===== src/rtl/mem_port_arbiter_pkg.sv =====
// Shared definitions for the memory port arbiter slice.
//   REQ_FETCH / REQ_DATA : requester indices (bit positions in req_valid etc.)
//   arb_state_e          : arbiter FSM states
//   DEF_*                : default widths / depth
//   pick_winner          : round-robin pick between the two requesters
package mem_port_arbiter_pkg;

  localparam logic REQ_FETCH = 1'b0;
  localparam logic REQ_DATA  = 1'b1;

  localparam int unsigned DEF_ADDR_BITS = 32;
  localparam int unsigned DEF_DATA_BITS = 32;
  localparam int unsigned DEF_MAX_OUTST = 4;

  typedef enum logic {
    ST_IDLE  = 1'b0,
    ST_ISSUE = 1'b1
  } arb_state_e;

  // A lone requester always wins; with both asking, the one not granted last.
  function automatic logic pick_winner(input logic [1:0] valid, input logic last_grant);
    if (&valid) return ~last_grant;
    return valid[REQ_DATA];
  endfunction

endpackage


===== src/rtl/mem_port_arbiter_mux2.sv =====
// Generic 2:1 multiplexer used to steer requester fields onto the memory port.
//   sel : 0 selects a, 1 selects b
//   a,b : data inputs, y : selected data
module mux2 #(
  parameter int unsigned WIDTH = 1
) (
  input  logic             sel,
  input  logic [WIDTH-1:0] a,
  input  logic [WIDTH-1:0] b,
  output logic [WIDTH-1:0] y
);

  assign y = sel ? b : a;

endmodule


===== src/rtl/mem_port_arbiter_tag_fifo.sv =====
// In-order tag FIFO: remembers which requester issued each outstanding request.
//   push/tag : enqueue one 1-bit tag (ignored when full)
//   pop      : dequeue the head tag (ignored when empty)
//   head     : tag at the front of the queue
//   count    : number of stored tags; full / empty status flags
module tag_fifo
  import mem_port_arbiter_pkg::*;
#(
  parameter int unsigned DEPTH = DEF_MAX_OUTST
) (
  input  logic                     clk,
  input  logic                     reset,
  input  logic                     push,
  input  logic                     tag,
  input  logic                     pop,
  output logic                     head,
  output logic [$clog2(DEPTH):0]   count,
  output logic                     full,
  output logic                     empty
);

  localparam int unsigned PTR_BITS = $clog2(DEPTH);
  localparam int unsigned DEPTH_V  = DEPTH;
  localparam logic [PTR_BITS:0] FULL_COUNT = DEPTH_V[PTR_BITS:0];

  logic [DEPTH-1:0]    mem;
  logic [PTR_BITS-1:0] wr_ptr;
  logic [PTR_BITS-1:0] rd_ptr;
  logic                do_push;
  logic                do_pop;

  assign do_push = push && !full;
  assign do_pop  = pop && !empty;

  // DEPTH is a power of two, so pointer overflow is the modulo wrap.
  always_ff @(posedge clk or posedge reset) begin
    if (reset) begin
      mem    <= '0;
      wr_ptr <= '0;
      rd_ptr <= '0;
      count  <= '0;
    end else begin
      if (do_push) begin
        mem[wr_ptr] <= tag;
        wr_ptr      <= wr_ptr + 1'b1;
      end
      if (do_pop) rd_ptr <= rd_ptr + 1'b1;
      case ({do_push, do_pop})
        2'b10:   count <= count + 1'b1;
        2'b01:   count <= count - 1'b1;
        default: count <= count;
      endcase
    end
  end

  assign head  = mem[rd_ptr];
  assign full  = (count == FULL_COUNT);
  assign empty = (count == '0);

endmodule


===== src/rtl/mem_port_arbiter.sv =====
// Two-requester round-robin arbiter for a single memory port.
//   req_valid/req_ready        : per-requester handshake (bit0 fetch, bit1 data)
//   req_addr*/req_wdata*/req_we* : requester fields, steered by sel
//   mem_req_*/mem_addr/mem_wdata/mem_we : memory port request side
//   mem_rsp_valid/mem_rsp_data : in-order responses, one per accepted request
//   rsp_valid/rsp_data         : responses routed back to the issuing requester
//   err_orphan                 : sticky, a response arrived with nothing outstanding
module mem_port_arbiter
  import mem_port_arbiter_pkg::*;
#(
  parameter int unsigned ADDR_BITS = DEF_ADDR_BITS,
  parameter int unsigned DATA_BITS = DEF_DATA_BITS,
  parameter int unsigned MAX_OUTST = DEF_MAX_OUTST
) (
  input  logic                 clk,
  input  logic                 reset,
  input  logic [1:0]           req_valid,
  output logic [1:0]           req_ready,
  input  logic [ADDR_BITS-1:0] req_addr0,
  input  logic [ADDR_BITS-1:0] req_addr1,
  input  logic [DATA_BITS-1:0] req_wdata0,
  input  logic [DATA_BITS-1:0] req_wdata1,
  input  logic                 req_we0,
  input  logic                 req_we1,
  output logic                 sel,
  output logic                 mem_req_valid,
  input  logic                 mem_req_ready,
  output logic [ADDR_BITS-1:0] mem_addr,
  output logic [DATA_BITS-1:0] mem_wdata,
  output logic                 mem_we,
  input  logic                 mem_rsp_valid,
  input  logic [DATA_BITS-1:0] mem_rsp_data,
  output logic [1:0]           rsp_valid,
  output logic [DATA_BITS-1:0] rsp_data,
  output logic                 err_orphan
);

  localparam int unsigned CNT_BITS = $clog2(MAX_OUTST) + 1;

  arb_state_e          state;
  arb_state_e          state_nxt;
  logic                sel_nxt;
  logic                last_grant;
  logic                last_grant_nxt;
  logic                push;
  logic                pop;
  logic                head;
  logic                full;
  logic                empty;
  logic [CNT_BITS-1:0] count;

  always_ff @(posedge clk or posedge reset) begin
    if (reset) begin
      state      <= ST_IDLE;
      sel        <= 1'b0;
      last_grant <= 1'b1;
    end else begin
      state      <= state_nxt;
      sel        <= sel_nxt;
      last_grant <= last_grant_nxt;
    end
  end

  // Admission uses the registered full flag, so a pop in the same cycle
  // only frees the slot for the following arbitration.
  always_comb begin
    state_nxt      = state;
    sel_nxt        = sel;
    last_grant_nxt = last_grant;
    mem_req_valid  = 1'b0;
    req_ready      = '0;
    push           = 1'b0;
    unique case (state)
      ST_IDLE: begin
        if ((|req_valid) && !full) begin
          sel_nxt   = pick_winner(req_valid, last_grant);
          state_nxt = ST_ISSUE;
        end
      end
      ST_ISSUE: begin
        mem_req_valid = req_valid[sel];
        if (req_valid[sel] && mem_req_ready) begin
          req_ready[sel] = 1'b1;
          push           = 1'b1;
          last_grant_nxt = sel;
          state_nxt      = ST_IDLE;
        end else if (!req_valid[sel]) begin
          state_nxt = ST_IDLE;
        end
      end
      default: state_nxt = ST_IDLE;
    endcase
  end

  tag_fifo #(.DEPTH(MAX_OUTST)) u_tag_fifo (
    .clk   (clk),
    .reset (reset),
    .push  (push),
    .tag   (sel),
    .pop   (pop),
    .head  (head),
    .count (count),
    .full  (full),
    .empty (empty)
  );

  mux2 #(.WIDTH(ADDR_BITS)) u_addr_mux (
    .sel (sel), .a (req_addr0), .b (req_addr1), .y (mem_addr)
  );
  mux2 #(.WIDTH(DATA_BITS)) u_wdata_mux (
    .sel (sel), .a (req_wdata0), .b (req_wdata1), .y (mem_wdata)
  );
  mux2 #(.WIDTH(1)) u_we_mux (
    .sel (sel), .a (req_we0), .b (req_we1), .y (mem_we)
  );

  assign pop                  = mem_rsp_valid && !empty;
  assign rsp_valid[REQ_FETCH] = pop && (head == REQ_FETCH);
  assign rsp_valid[REQ_DATA]  = pop && (head == REQ_DATA);
  assign rsp_data             = mem_rsp_data;

  always_ff @(posedge clk or posedge reset) begin
    if (reset) begin
      err_orphan <= 1'b0;
    end else if (mem_rsp_valid && (count == '0)) begin
      err_orphan <= 1'b1;
    end
  end

endmodule


===== config.mk =====
export PLATFORM = sky130hd
export DESIGN_NAME = mem_port_arbiter
export DESIGN_NICKNAME = d
export VERILOG_FILES = /design/src/rtl/mem_port_arbiter_pkg.sv /design/src/rtl/mem_port_arbiter_mux2.sv /design/src/rtl/mem_port_arbiter_tag_fifo.sv /design/src/rtl/mem_port_arbiter.sv
export SDC_FILE = /design/constraint.sdc
export NUM_CORES = 1
export LEC_CHECK = 0
export ABC_CLOCK_PERIOD_IN_PS = 2300
export CORE_AREA = 2 2 105 107
export CTS_BUF_LIST = sky130_fd_sc_hd__clkbuf_16
export CTS_CLUSTER_SIZE = 30
export DETAILED_ROUTE_END_ITERATION = 8
export DIE_AREA = 0 0 107 109
export GPL_TIMING_DRIVEN = 0
export HOLD_SLACK_MARGIN = 0.06
export PLACE_DENSITY = 0.73
export SYNTH_ARGS = -nofsm -noshare
export SYNTH_HDL_FRONTEND = slang
export SYNTH_SLANG_ARGS = --single-unit
export TNS_END_PERCENT = 1

===== constraint.sdc =====
create_clock -name clk -period 2.3 [get_ports clk]
set_input_delay 0.46 -clock clk [delete_from_list [all_inputs] [get_ports clk]]
set_output_delay 0.46 -clock clk [all_outputs]
set_load 0.02 [all_outputs]

==> results of run 1 <==
[final timing paths]
path / depth (start not counted) / end / slack, ns
max in group asynchronous: 2 / sel / 1.31
worst min-delay path: 1 / err_orphan / 0.47
min in group asynchronous: 2 / err_orphan / 0.57
worst min register to register: 1 / err_orphan / 0.47
worst max register to register: 9 / u_tag_fifo.count[2] / 0.14
worst max-delay path: 3 / mem_addr[22] / 0.05
[cell usage in the layout (no fill, tap or decap), types with 2 or more instances in the layout]
cell type / instances
buf_4: 40
clkbuf_16: 3
clkdlybuf4s50_1: 170
dfrtp_1: 13
dlygate4sd2_1: 64
dlymetal6s2s_1: 5
ha_1: 5
inv_1: 9
mux2_1: 4
mux2_2: 66
nand2_1: 3
nor2_1: 4
nor2b_1: 3
nor4b_1: 4
o31ai_1: 2
xnor2_1: 3
xor2_1: 3
[state kept, by name, indices dropped and copies added, names as in the netlist]
register and flops:
sel 1, u_tag_fifo.count 3, u_tag_fifo.rd_ptr 2, u_tag_fifo.wr_ptr 2, err_orphan 1, state 1, u_tag_fifo.mem 4, last_grant 1
[repair_timing]
action | 4_1_cts | 5_1_grt
pin swaps | 1 | 0
setup buffers | 0 | 1
setup endpoints to repair | 72 | 6
resized for setup | 76 | 9
[logic make-up (layout without fill, tap and decap cells)]
kind of cell	count (synthesis)	count (layout)	synth area share
multiplexers	73	73	0.448
buffers and inverters	49	293	0.169
AND/OR/NAND/NOR	22	22	0.0743
flip-flops	15	15	0.203
AO/OA/AOI/OAI	8	8	0.0317
adder cells (fa/ha/maj)	6	6	0.0446
XOR/XNOR	6	6	0.0284
[final cells by class]
cell class / count / area share
well taps: 140 / 0.0390
inverters: 8 / 0.00668
repair buffers: 240 / 0.519
flip-flops and latches: 15 / 0.0841
multi-input cells: 115 / 0.265
clock inverters: 1 / 0.000835
plain buffers: 41 / 0.0688
clock buffers: 3 / 0.0167
[report_power, final]
part	switching [W]	internal, W	total, W
logic	0.00141	0.00147	0.00288
clock network	0.000105	0.000230	0.000335
registers	0.000134	0.000410	0.000544
[critical path, delay by kind of cell, from the launching register on]
family | cells | cell delay, ns
buffers and inverters | 2 | 0.77
DFF | 1 | 0.44
muxes | 1 | 0.35
[layer usage]
layer / wire, um / global-route usage / share of wire
met5: 0 / 0 / 0
met4: 102 / 0.0260 / 0.011
met3: 823 / 0.0412 / 0.088
met2: 4940 / 0.258 / 0.53
met1: 3470 / 0.163 / 0.37
[per-stage QoR]
stage / power [W] / setup TNS, ns / util
2_1_floorplan: 0.00226 / 0 / -
4_1_cts: 0.00378 / -0.135 / 0.420
3_5_place_dp: 0.00361 / -7.29 / 0.417
3_3_place_gp: 0.00356 / -7.11 / 0.417
5_1_grt: 0.00402 / -0.0665 / 0.424
6_report: 0.00376 / 0 / 0.424
==> out/summary.txt, run 1 <==
Outcome - finished, final reports clean
PnR worst setup slack - 0.0468 ns
CP Cell Sequence - buf_4 > mux2_2 > clkdlybuf4s50_1
Vias in the first global route - 2349
Rows - 38
Drt first pass iters - 4
Mapped Cells - 179
Area Overhead vs Synth - 142%
Final Slew Violations - 0
EDFF count, synth - 0
Yosys top cell area share - 0.401
H-tree Lvls - 1
Worst endpoint required time - 1.84 ns
DR vias - 2290
Starting DRT DRC Count - 49
Layout cell share with drive strength beyond 1 - 0.279
Largest net degree at the start of global routing - 16
Register area - 378 um^2
Area of the die - 0.0117 mm^2
Ranking of synthesized cells by area - mux2_2 (40%), dfrtp_1 (19%), buf_4 (13%)
Synth top cells by count - mux2_2 (66), buf_4 (32), dfrtp_1 (14)
Ys flop type - dfrtp_1
Ys async rst share - 1.00
Nets@finish - 598
Global-route wire length before repair - 12600 um
Crit path max fanout - 10
Post-Syn Nets - 353
Final Cycle Share - 0.980
Place WS - -0.460 ns
DR WL/cell - 16.6 um
Cell at the slowest stage of the critical path - clkdlybuf4s50_1
Die X - 107 um
I/O pins - 272
Fmax - 0.444 GHz
Setup crit start kind - flip-flop
Placed Cells - 558
WP data arrival - 1.79 ns
Core area - 0.0106 mm^2
Tot GR Track Use - 0.141
Final ANT Viol Nets - 0
Power per cell area - 837 mW/mm^2
Antenna diodes - 0
Post-layout min period - 2.25 ns
Clk sinks - 15
VDD IR max - 567 uV
Worst Hold Class - reg -> reg
Post-DP HPWL - 8120 um
Worst-Margin Slew - 0.576 ns
WL final - 9340 um
Post-Syn Area - 0.00185 mm^2
CTS Buffer Depth - 2
Initial Util - 0.175
Seq/Total Area, Yosys - 0.203
CTS Buf Count - 3
Setup Viol. Count Final - 0
Count leader, synth - mux2_2
Initial antenna violation count - 0
RSZ-0062 raised after global routing - true
Avg Vias per Cell - 4.07
Mean Syn Cell Area - 10.4 um^2
Area of the multi-input gates - 0.00119 mm^2
Fin Clk Skew - 0.00332 ns
Max Cap Viol - 0
Clock Latency Late Sink - 0.24 ns
Seq cells post-synth - 15
Crit-path max cell delay - 0.54 ns
Clock Pin Slew Worst Setup and Hold Paths - 0.05 ns
RePlAce Congestion - 0.737
CP startpoint - sel
Post-Layout Cell Count - 563
Hold_buf cts - 0
Synth area leader - mux2_2
Synth Warn # - 0
Post-route cell area - 0.00449 mm^2
DRC - 0
Netlist cell types - 33
Max_slew headroom - 0.616
Hold slack - 0.472 ns
Final hold vios - 0
Hold Crit Start - err_orphan
Leak - 1.96 nW
GRT Residual Overflow - 0
Post-placement cell area - 0.00442 mm^2
Die Ht - 109 um
Fillers - 1065
Crit. End Element - primary output
CTS Root Cell - clkbuf_16
TritonCTS clock tree - done
Port bufs - 239
Worst r2r src - u_tag_fifo.count[0]
Crit path kind - reg -> out
(Power assumes the default switching activity.)
==> inputs of run 2 (changes only) <==
DONT_BUFFER_PORTS = 1   (was not set)
GPL_ROUTABILITY_DRIVEN = 0   (was not set)
PLACE_DENSITY = 0.39   (was 0.73)
SKIP_CTS_REPAIR_TIMING = 1   (was not set)
==> out/summary.txt, run 2 (synthesized netlist as in run 1, its figures left out) <==
Outcome - finished, final reports clean (unchanged)
DRC - 0 (unchanged)
Worst endpoint required time - 1.84 ns (about the same)
DR WL/cell - 21.0 um (was 16.6 um)
Layout cell share with drive strength beyond 1 - 0.630 (was 0.279)
Nets@finish - 359 (was 598)
Global-route wire length before repair - 8150 um (was 12600 um)
Core area - 0.0106 mm^2 (unchanged)
Drt first pass iters - 4 (unchanged)
Largest delay share family, worst path - buffers and inverters (unchanged)
Clock power frac - 0.114 (was 0.089)
Internal power - 0.00145 W (was 0.00211 W)
Power per cell area - 1360 mW/mm^2 (was 837 mW/mm^2)
Leak - 0.871 nW (was 1.96 nW)
GRT Residual Overflow - 0 (unchanged)
Area Overhead vs Synth - 15.7% (was 142%)
Psw - 0.00146 W (was 0.00165 W)
Crit path kind - reg -> out (unchanged)
Final ANT Viol Nets - 0 (unchanged)
CTS Buf Count - 3 (unchanged)
Worst-Margin Slew - 0.589 ns (was 0.576 ns)
CP Cell Sequence - clkbuf_4 > buf_2 > mux2_2 (was buf_4 > mux2_2 > clkdlybuf4s50_1)
Largest regs - u_tag_fifo.mem x4, u_tag_fifo.count x3 (unchanged)
Crit. End Element - primary output (unchanged)
Area of the die - 0.0117 mm^2 (unchanged)
Setup Viol. Count Final - 0 (unchanged)
Largest net degree at the start of global routing - 16 (unchanged)
Part of the power in combinational logic - 0.692 (was 0.766)
Die Ht - 109 um (unchanged)
VDD IR max - 481 uV (was 567 uV)
Die X - 107 um (unchanged)
Clock Pin Slew Worst Setup and Hold Paths - 0.05 ns (about the same)
TritonCTS clock tree - done (unchanged)
CTS Buffer Depth - 2 (unchanged)
Port bufs - 0 (was 239)
Avg Vias per Cell - 4.23 (was 4.07)
Worst Path Buf+Inv - 2 (unchanged)
Biggest register - u_tag_fifo.mem (unchanged)
WL final - 6820 um (was 9340 um)
CTS Root Cell - clkbuf_16 (unchanged)
Most frequent cells in the layout - mux2_2 (66), buf_4 (33), dfrtp_1 (13), inv_1 (9), ha_1 (5) (was clkdlybuf4s50_1 (170), mux2_2 (66), dlygate4sd2_1 (64), buf_4 (40), dfrtp_1 (13))
Crit path max fanout - 10 (unchanged)
Fin Clk Skew - 0.00382 ns (was 0.00332 ns)
I/O pins - 272 (unchanged)
Overall power - 0.00291 W (was 0.00376 W)
Worst Hold Class - in -> async (was reg -> reg)
Max_slew headroom - 0.607 (was 0.616)
Vias in the first global route - 1235 (was 2349)
Commonest non-fill, non-tap cell in the layout - mux2_2 (was clkdlybuf4s50_1)
Starting DRT DRC Count - 24 (was 49)
Fmax - 0.454 GHz (was 0.444 GHz)
WP data arrival - 1.74 ns (was 1.79 ns)
Max Cap Viol - 0 (unchanged)
Post-layout min period - 2.20 ns (was 2.25 ns)
Post-DP HPWL - 6080 um (was 8120 um)
Initial Util - 0.175 (unchanged)
Reg power frac - 0.194 (was 0.145)
Crit-path max cell delay - 0.50 ns (was 0.54 ns)
Rows - 38 (unchanged)
Clock Latency Late Sink - 0.24 ns (about the same)
H-tree Lvls - 1 (unchanged)
Setup crit start kind - flip-flop (unchanged)
Setup TNS - 0 ns (unchanged)
Post-route cell area - 0.00214 mm^2 (was 0.00449 mm^2)
RSZ-0062 raised after global routing - true (unchanged)
Final Slew Violations - 0 (unchanged)
Max reg flops - 4 (unchanged)
Clk sinks - 15 (unchanged)
Post-placement cell area - 0.00203 mm^2 (was 0.00442 mm^2)
Cell at the slowest stage of the critical path - dfrtp_2 (was clkdlybuf4s50_1)
Initial antenna violation count - 2 (was 0)
Final hold vios - 0 (unchanged)
Final core utilization - 0.202 (was 0.424)
Switching part of the total - 0.500 (was 0.438)
Tot GR Track Use - 0.0993 (was 0.141)
DR vias - 1375 (was 2290)
Final Cycle Share - 0.957 (was 0.980)
==> run 2: cell count changes in the layout (fill, tap and decap cells not counted) <==
cell / delta
dlymetal6s2s_1: -5
buf_2: +4
nor3_4: -1
buf_1: +1
nand2_1: +1
dlygate4sd2_1: -64
diode_2: +1
nor3_2: +1
buf_6: -1
buf_4: -7
clkdlybuf4s50_1: -170
nand2_2: -1
clkbuf_4: +3
==> run 2: final cells by class <==
| class | instances | area [um^2] |
|---|---|---|
| sequential | 15 | 378 |
| tap | 140 | 175 |
| multi-input combinational | 115 | 1180 |
| buffer | 41 | 292 |
| fill | 1184 | 8460 |
| clock buffer | 3 | 75.1 |
| inverter | 8 | 30.0 |
| antenna | 1 | 2.50 |
| timing repair buffer | 1 | 7.51 |
| clock inverter | 1 | 3.75 |
==> run 2: path summary, 6_finish.rpt <==
check | start | endpoint | slack, ns | cells past startpoint
max | sel | mem_addr[6] | 0.1 | 3
min | reset | u_tag_fifo.wr_ptr[1] | 0.16 | 1
max reg2reg | sel | u_tag_fifo.count[2] | 0.18 | 9
min reg2reg | u_tag_fifo.mem[3] | u_tag_fifo.mem[3] | 0.48 | 1
max in group asynchronous | reset | sel | 1.71 | 1
min in group clk | mem_rsp_valid | err_orphan | 0.33 | 1
==> run 2: routing by layer <==
metal / global-route usage / part of all wire / up-vias
met3: 0.0383 / 0.10 / 8
li1: - / - / 607
met5: 0 / 0.0025 / -
met4: 0.0278 / 0.014 / 2
met2: 0.160 / 0.50 / 103
met1: 0.124 / 0.38 / 655
==> run 2: power groups by stage <==
stage	clock [W]	sequential, W	combinational (W)
floorplan	0	0.000519	0.00174
global placement	0	0.000558	0.00199
CTS	0.000341	0.000558	0.00201
global route	0.000353	0.000593	0.00216
finish	0.000332	0.000564	0.00201
detailed placement	0	0.000561	0.00199
==> run 2: worst register-to-register path, stage by stage, from the launching register on <==
cell     delay, ns
dfrtp_2       0.50
mux2i_4       0.35
nor3_2        0.11
inv_1         0.06
ha_1          0.17
inv_1         0.06
fa_1          0.37
xor2_1        0.15
nor2_1        0.13
xor2_1        0.15
==> run 2: stage by stage <==
step | hold WS [ns] | std cells | setup slack [ns]
2_1_floorplan | 0.361 | 179 | 0.177
4_1_cts | 0.200 | 323 | -0.177
3_3_place_gp | 0.463 | 319 | -0.138
6_report | 0.165 | 325 | 0.0984
3_5_place_dp | 0.461 | 319 | -0.176
5_1_grt | 0.226 | 324 | -0.0117
==> inputs of run 3 (changes only) <==
CELL_PAD_IN_SITES_DETAIL_PLACEMENT = 0   (was not set)
CELL_PAD_IN_SITES_GLOBAL_PLACEMENT = 1   (was not set)
CORE_AREA = 2 2 106 108   (was 2 2 105 107)
DIE_AREA = 0 0 108 110   (was 0 0 107 109)
PLACE_DENSITY = 0.5   (was 0.39)
==> out/summary.txt, run 3 (synthesized netlist as in run 1, its figures left out) <==
Starting DRT DRC Count - 54 (was 24)
Port bufs - 0 (unchanged)
Max Cap Viol - 0 (unchanged)
Die Ht - 110 um (was 109 um)
Nets@finish - 359 (unchanged)
Crit. End Element - primary output (unchanged)
Clock Latency Late Sink - 0.24 ns (about the same)
Post-route cell area - 0.00214 mm^2 (about the same)
Crit path kind - reg -> out (unchanged)
Initial antenna violation count - 0 (was 2)
Overall power - 0.00291 W (about the same)
Final hold vios - 0 (unchanged)
Post-DP HPWL - 5250 um (was 6080 um)
Place WS - -0.176 ns (about the same)
Vias in the first global route - 1262 (was 1235)
Global-route wire length before repair - 7410 um (was 8150 um)
Final Slew Violations - 0 (unchanged)
Worst-Margin Slew - 0.604 ns (was 0.589 ns)
Biggest register - u_tag_fifo.mem (unchanged)
Avg Vias per Cell - 4.31 (was 4.23)
Initial Util - 0.173 (was 0.175)
Fin Clk Skew - 0.00216 ns (was 0.00382 ns)
DR vias - 1396 (was 1375)
Power per cell area - 1360 mW/mm^2 (about the same)
Worst Hold Class - in -> async (unchanged)
DRC - 0 (unchanged)
Layout cell share with drive strength beyond 1 - 0.630 (unchanged)
Final ANT Viol Nets - 0 (unchanged)
Antenna diodes - 0 (was 1)
Final core utilization - 0.200 (was 0.202)
Clk sinks - 15 (unchanged)
Post-placement cell area - 0.00203 mm^2 (unchanged)
TritonCTS clock tree - done (unchanged)
Die X - 108 um (was 107 um)
WP data arrival - 1.74 ns (about the same)
Worst endpoint required time - 1.84 ns (about the same)
Tot GR Track Use - 0.0838 (was 0.0993)
DR WL/cell - 18.6 um (was 21.0 um)
Outcome - finished, final reports clean (unchanged)
Largest regs - u_tag_fifo.mem x4, u_tag_fifo.count x3 (unchanged)
Area Overhead vs Synth - 15.5% (was 15.7%)
Leak - 0.870 nW (was 0.871 nW)
Core area - 0.0107 mm^2 (was 0.0106 mm^2)
CTS Buffer Depth - 2 (unchanged)
Max_slew headroom - 0.597 (was 0.607)
Largest net degree at the start of global routing - 16 (unchanged)
Clock Pin Slew Worst Setup and Hold Paths - 0.05 ns (about the same)
VDD IR max - 365 uV (was 481 uV)
Post-layout min period - 2.20 ns (about the same)
Commonest non-fill, non-tap cell in the layout - mux2_2 (unchanged)
CTS Buf Count - 3 (unchanged)
PnR worst setup slack - 0.104 ns (was 0.0984 ns)
H-tree Lvls - 1 (unchanged)
GRT Residual Overflow - 0 (unchanged)
RSZ-0062 raised after global routing - false (was true)
Fmax - 0.455 GHz (was 0.454 GHz)
CTS Root Cell - clkbuf_16 (unchanged)
Area of the die - 0.0119 mm^2 (was 0.0117 mm^2)
Placed Cells - 319 (unchanged)
Post-Layout Cell Count - 324 (was 325)
Most frequent cells in the layout - mux2_2 (66), buf_4 (33), dfrtp_1 (13), inv_1 (9) (was mux2_2 (66), buf_4 (33), dfrtp_1 (13), inv_1 (9), ha_1 (5))
Setup crit start kind - flip-flop (unchanged)
Rows - 38 (unchanged)
WL final - 6020 um (was 6820 um)
Drt first pass iters - 4 (unchanged)
Setup Viol. Count Final - 0 (unchanged)
Final Cycle Share - 0.955 (was 0.957)
I/O pins - 272 (unchanged)
Crit path max fanout - 10 (unchanged)
Max reg flops - 4 (unchanged)
==> run 3: worst paths after layout <==
check | from | endpoint | slack (ns) | depth (start not counted)
setup reg to reg | sel | u_tag_fifo.count[2] | 0.16 | 9
setup / recovery | sel | mem_addr[9] | 0.10 | 3
max in group asynchronous | reset | sel | 1.70 | 1
hold / removal | reset | err_orphan | 0.17 | 1
min in group clk | mem_rsp_valid | err_orphan | 0.34 | 1
hold reg to reg | u_tag_fifo.mem[3] | u_tag_fifo.mem[3] | 0.48 | 1
==> run 3: metrics by stage <==
step | TNS [ns] | hold slack [ns]
finish | 0 | 0.173
global route | 0 | 0.227
CTS | -4.73 | 0.200
detailed placement | -0.176 | 0.457
global placement | -0.179 | 0.461
floorplan | 0 | 0.361
==> run 3: cell type report <==
| cell class | count | area, um^2 |
|---|---|---|
| flip-flops and latches | 15 | 378 |
| plain buffers | 41 | 289 |
| fillers | 1183 | 8560 |
| well taps | 140 | 175 |
| clock inverters | 1 | 3.75 |
| inverters | 8 | 30.0 |
| repair buffers | 1 | 7.51 |
| multi-input cells | 115 | 1180 |
| clock buffers | 3 | 75.1 |
==> run 3: routing by layer <==
metal | track usage | share of wire
met1 | 0.105 | 0.37
met2 | 0.150 | 0.54
met3 | 0.0188 | 0.090
met4 | 0.0137 | 0.0037
met5 | 0 | 0
==> run 3: where the power goes <==
group	total, W	switching (W)	internal (W)
clock network	0.000333	0.000103	0.000230
logic	0.00201	0.00121	0.000807
registers	0.000561	0.000151	0.000410
==> run 3: critical path: stages (launching register included) <==
cell      delay (ns)
dfrtp_2         0.49
clkbuf_4        0.28
buf_2           0.27
mux2_2          0.44
==> variant 1 (flow settings as in run 1) <==
Change the package constant `DEF_ADDR_BITS` from 32 to 16.
--- a/src/rtl/mem_port_arbiter_pkg.sv
+++ b/src/rtl/mem_port_arbiter_pkg.sv
@@ -9,5 +9,5 @@
   localparam logic REQ_DATA  = 1'b1;
 
-  localparam int unsigned DEF_ADDR_BITS = 32;
+  localparam int unsigned DEF_ADDR_BITS = 16;
   localparam int unsigned DEF_DATA_BITS = 32;
   localparam int unsigned DEF_MAX_OUTST = 4;
Interface: changed (resized mem_addr, req_addr0 and req_addr1); port bits go from 272 to 224. The function was not compared with the original's and may differ.
==> variant 1 against run 1 <==
Sequential share of layout area grew 1.3 points; routed wire length fell by 26%; highest routed layer is now met5; setup slack improved by 0.056 ns; total power shrank 14%; largest power group unchanged; area after synthesis fell by 9.6%; utilization shrank 5.9 points; sequential cell count did not move; clock power shrank 3%; cell area down 14%; clock skew up 0.00068 ns; critical path depth grew 2; first-iteration DRC count is 2.0% higher; critical endpoint is now mem_wdata[10].
==> variant 1: results (changes against run 1) <==
Outcome
  – Status: complete, no violations

GRT
  – Antenna violations before repair: 1 (+1)
  – First-pass GRT wire length: 9.252 mm (-27%)
  – Largest net degree at the start of global routing: 16 (unchanged)
  – Total track usage: 9.994% (-4.1 points)

Critical path
  – Crit path max-delay family: buffers and inverters
  – Slack of the worst reg-to-reg path: 0.15 ns
  – Reg2reg start: u_tag_fifo.count[0]
  – Data arrival, critical path: 1.74 ns (-0.05 ns)
  – R2R depth: 9 (unchanged)
  – Critical Path Source: sel
  – CP endpoint: mem_wdata[10]
  – Worst path max stage delay: 0.34 ns (-0.20 ns)
  – CP max FO: 10 (unchanged)
  – Worst path slowest cell: dfrtp_1

Finish
  – Antenna diode count: 0 (unchanged)
  – Share of layout cells above drive strength 1: 28.13% (+0.24 points)
  – Layout Cells excl Fill: 499 (-11%)

Yosys
  – Ranking of synthesized cells by area: mux2_2 34%, dfrtp_1 21%, buf_4 15%
  – Post-synthesis mux area share: 39.06% (-5.8 points)
  – Compound-gate portion of the synthesized area: 3.510% (+0.34 points)
  – Xor/xnor share of the synthesized area: 3.137% (+0.30 points)
  – Mapped Nets: 304 (-14%)
  – Register area share after synthesis: 22.48% (+2.2 points)
  – Dominant register cell in the synthesized netlist: dfrtp_1
  – Ys Warns: 0 (unchanged)
  – Syn Inst Count: 162 (-9.5%)
  – Post-synth ARST share: 100.0% (unchanged)
  – Post-Synth Adder-Cell Area: 4.929% (+0.47 points)
  – Synth top cells by count: 50 x mux2_2, 33 x buf_4, 14 x dfrtp_1

Timing
  – Clock Skew: 0.004002 ns (+0.0006776 ns)
  – Hold slack: 0.4633 ns (-0.008999 ns)
  – Tmin final: 2.197 ns (-0.05637 ns)
  – Rel. slew slack: 62.91% (+1.3 points)

CTS
  – Clock-pin transition on the worst setup and hold timing paths: 0.05 ns (about the same)
  – Total CTS buffers: 3 (unchanged)
  – Skew-Pair Late Insertion Delay: 0.24 ns (about the same)

Placement
  – Gp weighted congestion: 0.6525 (-11%)
  – Placed Area: 0.003762 mm^2 (-15%)
  – Post-detail-place hpwl: 5.961 mm (-27%)
  – Dpl ws: -0.3754 ns (+0.08455 ns)
  – Inst Count DP: 493 (-12%)
  – IO Port Bufs: 191 (-20%)

Detailed routing
  – Via Count: 1932 (-16%)
  – Starting DRC count in detailed routing: 50 (+2.0%)
  – TritonRoute pass-1 iters: 3 (-1)
  – Routed len/inst: 13.81 um (-17%)

Power and ir drop
  – VDD IR max: 0.2929 mV (-48%)
  – Pleak: 1.726 nW (-12%)

Min path
  – Endpoint, Worst Hold: err_orphan
  – Hold Path Stages: 1 (unchanged)
variant 1: cell types whose count changed after synthesis, sizes merged:
cell,run 1,this run
mux2,70,54
buf,40,39
variant 1: routing by layer:
layer  vias up  GRT usage, %  wire, um
met1       894         11.62      2537
met5         -             0        13
met2       104         17.97      3696
met4         2         2.134        28
li1        926             -         -
met3         6         3.228       612
variant 1: final cells by class:
type	instances	area, um^2
clock buffer	3	75.07
timing repair buffer	193	1889
sequential	15	376.6
inverter	8	30.03
multi-input combinational	99	1010
buffer	40	312.8
clock inverter	1	3.754
fill	1072	6730
tap	140	175.2
variant 1: timing repair:
item,in CTS,in global routing
cloned,0,0
resized for setup,56,15
endpoints found under the setup margin,56,21
buffers inserted,0,2
pin swaps,1,0
variant 1: report_power, final:
part           switching, mW  leakage, nW  internal (mW)  total [mW]
Combinational           1.16         1.51           1.25        2.40
Clock                 0.0943       0.0423          0.229       0.324
Sequential             0.115        0.174          0.408       0.523
Total                   1.36         1.73           1.89        3.25
==> variant 2 (settings of run 1) <==
Without the edit above. Register the output `err_orphan` once more, without a reset; this adds one clock of latency there. The other outputs are not delayed to match.
--- a/src/rtl/mem_port_arbiter.sv
+++ b/src/rtl/mem_port_arbiter.sv
@@ -37,4 +37,6 @@
 
   localparam int unsigned CNT_BITS = $clog2(MAX_OUTST) + 1;
+
+  logic err_orphan_s0;
 
   arb_state_e          state;
@@ -122,8 +124,12 @@
   always_ff @(posedge clk or posedge reset) begin
     if (reset) begin
-      err_orphan <= 1'b0;
+      err_orphan_s0 <= 1'b0;
     end else if (mem_rsp_valid && (count == '0)) begin
-      err_orphan <= 1'b1;
+      err_orphan_s0 <= 1'b1;
     end
+  end
+
+  always_ff @(posedge clk) begin
+    err_orphan <= err_orphan_s0;
   end
 
Function: changed (a bounded check fails within 4 cycles, from zero or initial values and one cycle with reset high).
==> variant 2 against run 1 <==
The run now ends with setup timing left; register-to-register slack got worse by 0.13 ns; total power fell by 0.52%; largest cell class unchanged; sequential cell count rose by 1; routed wire length fell by 4.7%; critical endpoint is now u_tag_fifo.count[2]; area after synthesis rose by 1.1%; critical path type is now input pin to flip-flop; maximum frequency fell by 7.4%; cell area rose by 0.28%; setup slack got worse by 0.18 ns; global-route usage fell by 0.98 points.
==> variant 2: results (changes against run 1) <==
CTS
  – Total CTS buffers: 3 (unchanged)
  – Clock-pin transition on the worst setup and hold timing paths: 0.05 ns (about the same)
  – Clock Tree Root: clkbuf_16
  – Skew-Pair Late Insertion Delay: 0.24 ns (about the same)

Placement
  – IO Port Bufs: 239 (unchanged)
  – Placed Area: 0.004441 mm^2 (+0.45%)
  – Inst Count DP: 559 (+0.18%)
  – Post-detail-place hpwl: 7.818 mm (-3.7%)
  – Dpl ws: -0.4991 ns (-0.03909 ns)
  – Gp weighted congestion: 0.7494 (+1.7%)

Detailed routing
  – Met3 wire length: 960 um (+17%)
  – Routed len/inst: 15.79 um (-4.8%)
  – Metal1 wirelength: 3.368 mm (-3.0%)
  – Via Count: 2259 (-1.4%)
  – Vias/cell: 4.005 (-1.5%)
  – Starting DRC count in detailed routing: 32 (-35%)
  – TritonRoute pass-1 iters: 4 (unchanged)
  – Routed wl met2: 4.526 mm (-8.4%)
  – Max Used Layer: met5

GRT
  – Total track usage: 13.07% (-0.98 points)
  – Largest net degree at the start of global routing: 16 (unchanged)
  – Vias in the first global route: 2247 (-4.3%)
  – M3 GR Usage: 5.439% (+1.3 points)
  – Met1 global-route usage: 15.43% (-0.90 points)
  – Antenna violations before repair: 4 (+4)
  – Met2 Usage GRT: 23.11% (-2.7 points)
  – First-pass GRT wire length: 12.00 mm (-5.1%)

Outcome
  – Failing checks: setup timing
  – Status: finished, violations left

Finish
  – Nets: 598 (unchanged)
  – # fillers: 1054 (-1.0%)
  – Top Registers: u_tag_fifo.mem (4), u_tag_fifo.count (3)
  – Share of layout cells above drive strength 1: 27.42% (-0.47 points)

Critical path
  – Data arrival, critical path: 2.60 ns (+0.81 ns)
  – Crit path max-delay family: buffers and inverters
  – Worst path slowest cell: clkdlybuf4s50_1
  – CP max FO: 6 (-4)

Timing
  – Total Neg Setup Slack: -0.1329 ns (-0.1329 ns)
  – Worst setup margin: -0.1329 ns (-0.1797 ns)
  – Endpoints failing setup: 1 (+1)
  – Least-Margin Pin Slew: 0.5978 ns (+0.02183 ns)
  – Clock Skew: 0.003801 ns (+0.0004771 ns)

Yosys
  – Mapped Nets: 354 (+0.28%)
  – Ranking of synthesized cells by area: mux2_2 40%, dfrtp_1 19%, buf_4 13%
  – Count of cell types in the netlist: 34 (+3.0%)
  – Synth Area per Inst: 10.41 um^2 (+0.52%)
  – Post-synth ARST share: 93.75% (-6.3 points)
  – Register area share after synthesis: 21.18% (+0.85 points)
  – Post-synth EDFFs: 0 (unchanged)
  – Synth top cells by count: 66 x mux2_2, 32 x buf_4, 14 x dfrtp_1

Power and ir drop
  – Pleak: 1.963 nW (+0.32%)
  – VDD IR max: 0.5298 mV (-6.6%)

Min path
  – Hold Crit Class: flip-flop to flip-flop
## variant 2: cell types whose count changed after synthesis, sizes merged
| cell | run 1 | this run |
|---|---|---|
| dfxtp | 0 | 1 |
## variant 2: what timing repair did
| action | 4_1_cts | 5_1_grt |
|---|---|---|
| resized for setup | 68 | 8 |
| pin swaps | 0 | 1 |
| buffers inserted | 0 | 0 |
| endpoints found under the setup margin | 72 | 10 |
## variant 2: kinds of logic (layout without fill, tap and decap cells)
logic type	after synthesis	after routing	synth area share (%)
compound gates	8	8	3.140
xor+xnor	6	6	2.806
fa+ha+maj	6	6	4.409
buf+inv	49	292	16.77
flops	16	16	21.18
mux	73	73	44.36
other cells	0	1	0
simple gates	22	22	7.347
## variant 2: layout make-up
class | instances | area (um^2) | area share [%]
Inverter | 8 | 30.03 | 0.6665
Clock buffer | 3 | 75.07 | 1.666
Antenna cell | 1 | 2.502 | 0.05554
Sequential cell | 16 | 397.9 | 8.831
Buffer | 41 | 309.0 | 6.859
Clock inverter | 1 | 3.754 | 0.08331
Timing Repair Buffer | 239 | 2340 | 51.93
Multi-Input combinational cell | 115 | 1172 | 26.02
Tap cell | 140 | 175.2 | 3.888
## variant 2: worst paths after layout
path | slack, ns | startpoint | cells past startpoint | endpoint
min | 0.37 | err_orphan_s0 | 0 | err_orphan
min in group asynchronous | 0.58 | reset | 2 | err_orphan_s0
max reg2reg | 0.01 | u_tag_fifo.count[0] | 9 | u_tag_fifo.count[2]
max | -0.13 | req_valid[1] | 10 | u_tag_fifo.count[2]
max in group asynchronous | 1.31 | reset | 2 | sel
min reg2reg | 0.37 | err_orphan_s0 | 0 | err_orphan
## variant 2: power breakdown
part	total [mW]	internal (mW)	switching, mW
Sequential	0.559	0.436	0.123
Combinational	2.85	1.48	1.37
Clock	0.332	0.230	0.102
Total	3.74	2.14	1.60
